### src/rtl/product_accumulator_if.sv
// Handshake bundle between the multiplier output stage and product_accumulator.
// "slave" is the accumulator's view; "master" is the upstream/downstream side.
interface product_accumulator_if #(
    parameter int PW    = 8,
    parameter int ACC_W = 10
);
    logic [PW-1:0]    P;
    logic             p_valid;
    logic             p_ready;
    logic             clr;
    logic [ACC_W-1:0] sum;
    logic             sum_valid;
    logic             sum_ready;
    logic             ovf;
    logic [7:0]       beat_cnt;

    modport master (
        output P, p_valid, clr, sum_ready,
        input  p_ready, sum, sum_valid, ovf, beat_cnt
    );

    modport slave (
        input  P, p_valid, clr, sum_ready,
        output p_ready, sum, sum_valid, ovf, beat_cnt
    );
endinterface

### src/rtl/product_accumulator.sv
// Sums N consecutive unsigned products into one frame result and holds it
// on a valid/ready output until the consumer takes it.
module product_accumulator #(
    parameter int PW    = 8,
    parameter int N     = 4,
    parameter int ACC_W = 10
) (
    input logic                  clk,
    input logic                  rst,
    product_accumulator_if.slave bus
);
    typedef enum logic [1:0] {IDLE, ACCUM, HOLD} state_t;

    state_t           state;
    state_t           state_next;
    logic [ACC_W-1:0] acc;
    logic             carry;
    logic [7:0]       beat_cnt;
    logic [ACC_W-1:0] sum_r;
    logic             ovf_r;
    logic             sum_valid_r;

    logic             p_ready;
    logic             accept;
    logic             last_beat;
    logic [ACC_W-1:0] base;
    logic [ACC_W:0]   add;
    logic             carry_next;

    always_comb begin
        p_ready    = !rst && (state != HOLD) && !bus.clr;
        accept     = bus.p_valid && p_ready;
        last_beat  = (beat_cnt == 8'(N - 1));
        // First beat of a frame loads P rather than adding to stale acc.
        base       = (state == IDLE) ? '0 : acc;
        add        = {1'b0, base} + (ACC_W + 1)'(bus.P);
        carry_next = (state != IDLE) && (carry || add[ACC_W]);

        state_next = state;
        case (state)
            IDLE, ACCUM: begin
                if (accept)
                    state_next = last_beat ? HOLD : ACCUM;
                else if (bus.clr)
                    state_next = IDLE;
            end
            HOLD: begin
                if (sum_valid_r && bus.sum_ready)
                    state_next = IDLE;
            end
            default: state_next = IDLE;
        endcase
    end

    always_ff @(posedge clk or posedge rst) begin
        if (rst)
            state <= IDLE;
        else
            state <= state_next;
    end

    always_ff @(posedge clk or posedge rst) begin
        if (rst) begin
            acc         <= '0;
            carry       <= 1'b0;
            beat_cnt    <= '0;
            sum_r       <= '0;
            ovf_r       <= 1'b0;
            sum_valid_r <= 1'b0;
        end else begin
            if (state != HOLD && bus.clr) begin
                acc      <= '0;
                carry    <= 1'b0;
                beat_cnt <= '0;
            end else if (accept) begin
                if (last_beat) begin
                    sum_r       <= add[ACC_W-1:0];
                    ovf_r       <= carry_next;
                    sum_valid_r <= 1'b1;
                    acc         <= '0;
                    carry       <= 1'b0;
                    beat_cnt    <= '0;
                end else begin
                    acc      <= add[ACC_W-1:0];
                    carry    <= carry_next;
                    beat_cnt <= beat_cnt + 8'd1;
                end
            end
            if (state == HOLD && sum_valid_r && bus.sum_ready)
                sum_valid_r <= 1'b0;
        end
    end

    assign bus.p_ready   = p_ready;
    assign bus.sum       = sum_r;
    assign bus.ovf       = ovf_r;
    assign bus.sum_valid = sum_valid_r;
    assign bus.beat_cnt  = beat_cnt;
endmodule

### src/flat_wrapper.sv
// flat-port wrapper written by rule: the top's interface ports become plain ports
module product_accumulator_flat 
#(
    parameter int PW    = 8,
    parameter int N     = 4,
    parameter int ACC_W = 10
)
  (clk, rst, bus_P, bus_p_valid, bus_clr, bus_sum_ready, bus_p_ready, bus_sum, bus_sum_valid, bus_ovf, bus_beat_cnt);
  product_accumulator_if #(.PW(PW), .ACC_W(ACC_W)) bus_i ();
  input logic clk;
  input logic rst;
  input wire logic [$bits(bus_i.P)-1:0] bus_P;
  input wire logic [$bits(bus_i.p_valid)-1:0] bus_p_valid;
  input wire logic [$bits(bus_i.clr)-1:0] bus_clr;
  input wire logic [$bits(bus_i.sum_ready)-1:0] bus_sum_ready;
  output wire logic [$bits(bus_i.p_ready)-1:0] bus_p_ready;
  output wire logic [$bits(bus_i.sum)-1:0] bus_sum;
  output wire logic [$bits(bus_i.sum_valid)-1:0] bus_sum_valid;
  output wire logic [$bits(bus_i.ovf)-1:0] bus_ovf;
  output wire logic [$bits(bus_i.beat_cnt)-1:0] bus_beat_cnt;
  assign bus_i.P = bus_P;
  assign bus_i.p_valid = bus_p_valid;
  assign bus_i.clr = bus_clr;
  assign bus_i.sum_ready = bus_sum_ready;
  assign bus_p_ready = bus_i.p_ready;
  assign bus_sum = bus_i.sum;
  assign bus_sum_valid = bus_i.sum_valid;
  assign bus_ovf = bus_i.ovf;
  assign bus_beat_cnt = bus_i.beat_cnt;
  product_accumulator #(.PW(PW), .N(N), .ACC_W(ACC_W)) u_core (.clk(clk), .rst(rst), .bus(bus_i));
endmodule
### config.mk
export PLATFORM = sky130hd
export DESIGN_NAME = product_accumulator_flat
export DESIGN_NICKNAME = d
export VERILOG_FILES = /design/src/rtl/product_accumulator_if.sv /design/src/rtl/product_accumulator.sv /design/src/flat_wrapper.sv
export SDC_FILE = /design/constraint.sdc
export NUM_CORES = 1
export LEC_CHECK = 0
export CAP_MARGIN = 20
export CORE_MARGIN = 5
export CORE_UTILIZATION = 30
export DETAILED_ROUTE_END_ITERATION = 10
export GPL_TIMING_DRIVEN = 1
export PLACE_DENSITY = 0.56
export RECOVER_POWER = 100
export SKIP_CTS_REPAIR_TIMING = 1
export SLEW_MARGIN = 30
export SYNTH_ARGS = -nofsm -noshare
export SYNTH_HDL_FRONTEND = slang
export SYNTH_SLANG_ARGS = --single-unit
### constraint.sdc
create_clock -name clk -period 3 [get_ports clk]
set_input_delay 0.45 -clock clk [delete_from_list [all_inputs] [get_ports clk]]
set_output_delay 0.45 -clock clk [all_outputs]
set_load 0.01 [all_outputs]
# Word-level counts from Yosys, hierarchy flattened
# Cells that the tools add are included.
[totals] wordCells=56 register_bits=33 out_inout_bits=21 input_bits=13
[op_classes] eq_ne=7 bitwise_logic=1 n_addsub=2 n_reduce_logical=20 muxes=19
[ops] operator="10-bit 2-to-1 mux" n=4
[ops] operator="8-bit 2-to-1 mux" n=3
[ops] operator="10-bit by 8-bit adder with 11-bit output" n=1
[ops] operator="8-bit by 1-bit adder with 8-bit output (second input constant)" n=1
[ops] operator="8-bit by 2-bit == test with 1-bit output (second input constant)" n=1
[ops] operator="1-bit logical AND" n=8
[ops] operator="2-bit 2-to-1 mux" n=4
[ops] operator="2-bit nonzero test" n=4
[ops] operator="1-bit 2-to-1 mux" n=7
[ops] operator="3-bit AND reduction" n=2
[ops] operator="2-bit inequality test (second input constant)" n=2
[ops] operator="2-bit one-hot mux with 2 select lines" n=1
[ops] operator="3-bit by 2-bit inequality test with 1-bit output (second input constant)" n=1
[ops] operator="2-bit by 1-bit == test with 1-bit output (second input constant)" n=1
[ops] operator="2-bit == test (second input constant)" n=1
[ops] operator="1-bit zero test" n=2
[ops] operator="2-bit zero test" n=1
[ops] operator="2-bit by 1-bit inequality test with 1-bit output (second input constant)" n=1
[ops] operator="2-bit AND reduction" n=1
[ops] operator="2-bit OR reduction" n=1
[ops] operator="1-bit logical OR" n=1
[ops] operator="1-bit inverter" n=1

# Depth between registers and ports, before layout
[logic_depth] ltp_word=8 depth_mapped=10 ltp_nobuf=9

# Least setup slack after synthesis
# No wires, ideal clock.
[synth_timing] path_type="register to register" from="reg u_core.state[1]" to="reg u_core.acc[8]" stages_incl_launch_ff=11 arrival_time_ns=2.614 required_time_ns=2.932 setup_ns=0.068 path_slack_ns=0.319 path_buffers=1 cell_sequence="dfrtp_1 -> nor2_1 -> clkbuf_1 -> nor2b_1 -> ha_1 -> fa_1 -> a211oi_1 -> nor3_1 -> a211o_1 -> o31ai_1 -> a32o_1"
[synth_between] elab_chain_len=6
[synth_rtl] element="start: declaration" line_no="product_accumulator.sv:14" source="state_t state;"
[synth_rtl] element="start signal: assignment" line_no="product_accumulator.sv:59" source="state <= state_next;"
[synth_rtl] element="2-bit zero test" line_no="product_accumulator.sv:35" source="base = (state == IDLE) ? '0 : acc;"
[synth_rtl] element="10-bit 2-to-1 mux" line_no="product_accumulator.sv:35"
[synth_rtl] element="10-bit by 8-bit adder with 11-bit output" line_no="product_accumulator.sv:36" source="add = {1'b0, base} + (ACC_W + 1)'(bus.P);"
[synth_rtl] element="10-bit 2-to-1 mux" line_no="product_accumulator.sv:76" source="if (last_beat) begin"
[synth_rtl] element="10-bit 2-to-1 mux" line_no="product_accumulator.sv:75" source="end else if (accept) begin"
[synth_rtl] element="10-bit 2-to-1 mux" line_no="product_accumulator.sv:71" source="if (state != HOLD && bus.clr) begin"
[synth_rtl] element="end signal: assignment" line_no="product_accumulator.sv:84" source="acc <= add[ACC_W-1:0];"
[synth_rtl] element="end: declaration" line_no="product_accumulator.sv:16" source="logic [ACC_W-1:0] acc;"
# Several ways; a longest one is shown, not always the timed one. The select of a mux whose other input is x is not followed.
# A chain may end at the register's enable or synchronous reset.

# Final worst setup path
# Ends and elaborated chain as after synthesis.

==> impl_metrics.env <==
export IMPL_status="finished, violations left"
export IMPL_violations="capacitance limit, slew limit"
export IMPL_ios=34
export IMPL_hold_slack_ps=470
export IMPL_syn_avg_cell_area_um2=9.78
export IMPL_yosys_area_share_simple_pct=20.1
export IMPL_clk_pin_slew_ps=70
export IMPL_numCtsBuffers=5
export IMPL_grt_max_degree=34
export IMPL_maxSlewHeadroom_pct=-22.5
export IMPL_initial_core_util_pct=30.9
export IMPL_fill_cells=600
export IMPL_hold_path_depth=2
export IMPL_dp_cells=300
export IMPL_busiest_layer="met2"
export IMPL_dp_hpwl_um=3320
export IMPL_rows=28
export IMPL_syn_instance_count=188
export IMPL_cp_arrival_ps=2910
export IMPL_crit_start="u_core.state[1]$_DFFE_PP0P_"
export IMPL_drive_above_1_share_pct=7.30
export IMPL_synth_xor_area_share_pct=3.81
export IMPL_io_buffers=33
export IMPL_setup_viol=0
export IMPL_synth_area_leader_cell="dfrtp_1"
export IMPL_use_met2_pct=18.2
export IMPL_fin_crit_ps=2670
export IMPL_antenna_found_initial=0
export IMPL_clk_latency_ps=290
export IMPL_crit_path_cell_trace="nor2_1 -> nor2b_1 -> ha_1 -> fa_1 -> a211oi_1 -> nor3_1 -> a211o_1 -> o31ai_1 -> a32o_1"
export IMPL_post_route_drc_count=0
export IMPL_synth_area_um2=1840
export IMPL_crit_family="compound AO/OA/AOI/OAI gates"
export IMPL_crit_path_end_kind="flop"
export IMPL_ff2ff_path_depth=9
export IMPL_wl_per_cell_um=14.9
export IMPL_critPathMaxStageDelay_ps=430
export IMPL_stdcell_count=308
export IMPL_whs_endpoint="u_core.bus.sum[0]$_DFFE_PP0P_"
export IMPL_slowest_stage="fa_1"
export IMPL_via_per_inst=5.13
export IMPL_syn_nets=211
export IMPL_r2r_end="u_core.acc[8]$_DFFE_PP0P_"
export IMPL_tightest_slew_ps=1840
export IMPL_reg2reg_from="u_core.state[1]$_DFFE_PP0P_"
export IMPL_cp_start_kind="flop"
export IMPL_place_congestion=0.846
export IMPL_cts_buffer_depth=2
export IMPL_min_path_type="reg2reg"
export IMPL_die_area_um2=7800
export IMPL_grt_util_met3_pct=2.89
export IMPL_drv_cap=1
export IMPL_grt_pass1_vias=1481
export IMPL_hold_violations=0
export IMPL_grtUsageMet1_pct=17.8
export IMPL_synthToLayoutAreaGrowth_pct=29.7
export IMPL_cts_tree="yes"
export IMPL_rsz0062_at_grt="no"
export IMPL_ant_nets=0
export IMPL_routed_via_count=1579
export IMPL_yosysMostFrequentCell="dfrtp_1"
export IMPL_drt_first_pass_iters=4
export IMPL_synth_fa_ha_area_share_pct=7.21
export IMPL_synth_compound_area_share_pct=19.7
export IMPL_yosysTopAreaCellShare_pct=44.9
export IMPL_seq_area_frac_synth_pct=44.9
export IMPL_grt_pass1_wl_um=7360
export IMPL_vdd_drop_max_v=0.000150
export IMPL_synthTopCellsByArea="dfrtp_1 (45%), ha_1 (6.1%), o21ai_0 (6.0%)"
export IMPL_crit_required_ps=3230
export IMPL_die_w_um=88.3
export IMPL_holdCritStartpoint="u_core.bus.sum[0]$_DFFE_PP0P_"
export IMPL_path_buf_inv=0
export IMPL_ys_seq_elements=33
export IMPL_power_density_nw_per_um2=436
export IMPL_grt_use_total_pct=12.6
export IMPL_synth_edf_count=0
export IMPL_core_area_um2=5960
export IMPL_multi_input_area_um2=948
export IMPL_yosys_warnings=0
export IMPL_synth_top_family_by_area="simple AND/OR/NAND/NOR gates"
export IMPL_drt_total_wl_um=4600
export IMPL_drtIter0Drc=99
export IMPL_ff_latch_area_um2=826
export IMPL_async_reset_ff_share_pct=100
export IMPL_crit_type="reg2reg"
export IMPL_die_h_um=88.3
export IMPL_crit_path_max_fanout=4
export IMPL_leakage_nw=1.15
export IMPL_finalCritPeriodShare_pct=89.2
export IMPL_clock_skew_ps=6.85
export IMPL_final_nets=255
export IMPL_cts_sinks=33
export IMPL_r2r_slack_ps=330
export IMPL_clock_tree_root_cell="clkbuf_8"
export IMPL_synth_mux_area_share_pct=1.84
export IMPL_slew_viol_final=34
export IMPL_synthDistinctLibCells=41
export IMPL_grt_overflow=0
export IMPL_fmax_ghz=0.374
export IMPL_ys_flop_type="dfrtp_1"
export IMPL_cts_htree_levels=2
export IMPL_diodes=0
export IMPL_yosys_top_cells_count="dfrtp_1 (33), nand2_1 (24), o21ai_0 (22), nor2b_1 (11), nor2_1 (10)"
export IMPL_fin_tns_setup_ps=0
==> stage by stage <==
step	area (um2)	total power, mW	utilization [%]	worst slack, ps
after floorplan	1840	0.551	-	319
after global placement	2310	0.615	38.7	244
after detailed placement	2310	0.615	38.7	223
after CTS	2420	1.06	40.7	338
after global routing	2390	1.08	40.1	127
final	2390	1.04	40.1	325
==> cell usage in the layout, fill, tap and decap left out, drive strengths merged, types with 3 or more instances in the layout <==
| cell | Yosys | layout |
|---|---|---|
| a21o | 5 | 5 |
| a21oi | 7 | 7 |
| a22o | 7 | 7 |
| a31oi | 4 | 4 |
| and3 | 3 | 3 |
| buf | 5 | 6 |
| clkbuf | 2 | 12 |
| clkdlybuf4s50 | 0 | 11 |
| dfrtp | 33 | 33 |
| dlygate4sd3 | 0 | 22 |
| ha | 9 | 9 |
| mux2 | 3 | 3 |
| nand2 | 24 | 24 |
| nand3 | 4 | 4 |
| nor2 | 10 | 10 |
| nor2b | 11 | 11 |
| nor3 | 5 | 5 |
| o21ai | 22 | 22 |
| xnor2 | 5 | 5 |
| xor2 | 3 | 3 |
==> cell type report <==
class / count / share of cell area (%)
multi-input cells: 146 / 39.7
flip-flops and latches: 33 / 34.6
repair buffers: 44 / 16.5
well taps: 75 / 3.93
clock buffers: 7 / 3.62
clock inverters: 1 / 1.26
inverters: 2 / 0.315
==> registers in the layout (all words and copies together) (netlist names) <==
signal	flops
u_core.bus.sum_valid	1
u_core.acc	10
u_core.carry	1
u_core.state	2
u_core.bus.beat_cnt	8
u_core.bus.sum	10
u_core.bus.ovf	1
==> tightest hold or removal path, stage by stage (launching register included) <==
cell and delay [ps]:
dfrtp_1 340, nand2_1 50, nand2_1 50
==> report_power, final <==
part / total, mW / internal (mW) / switching, mW
sequential: 0.470 / 0.461 / 0.00921
clock: 0.441 / 0.271 / 0.171
combinational: 0.129 / 0.0609 / 0.0685
==> metal layers <==
layer  wire length (um)  up-vias
met5                  0        -
met4                 90        0
met3                251       10
met2               1990       44
met1               2270      754
li1                   -      771
==> worst max-delay path by stage <==
stage,end,slack [ps],depth (start not counted)
2_1_floorplan,u_core.acc[8]$_DFFE_PP0P_,320,10
4_1_cts,u_core.acc[8]$_DFFE_PP0P_,340,9
3_3_place_gp,u_core.acc[8]$_DFFE_PP0P_,240,8
6_report,u_core.acc[8]$_DFFE_PP0P_,330,9
3_5_place_dp,u_core.acc[8]$_DFFE_PP0P_,220,8
5_1_grt,u_core.bus.sum[6]$_DFFE_PP0P_,130,5
==> cells by family after synthesis <==
logic type / after synthesis
AND/OR/NAND/NOR: 69
AO/OA/AOI/OAI: 56
flip-flops: 33
adder cells (fa/ha/maj): 10
buffers and inverters: 9
XOR/XNOR: 8
multiplexers: 3
No activity file was read; power rests on OpenSTA's default activity.
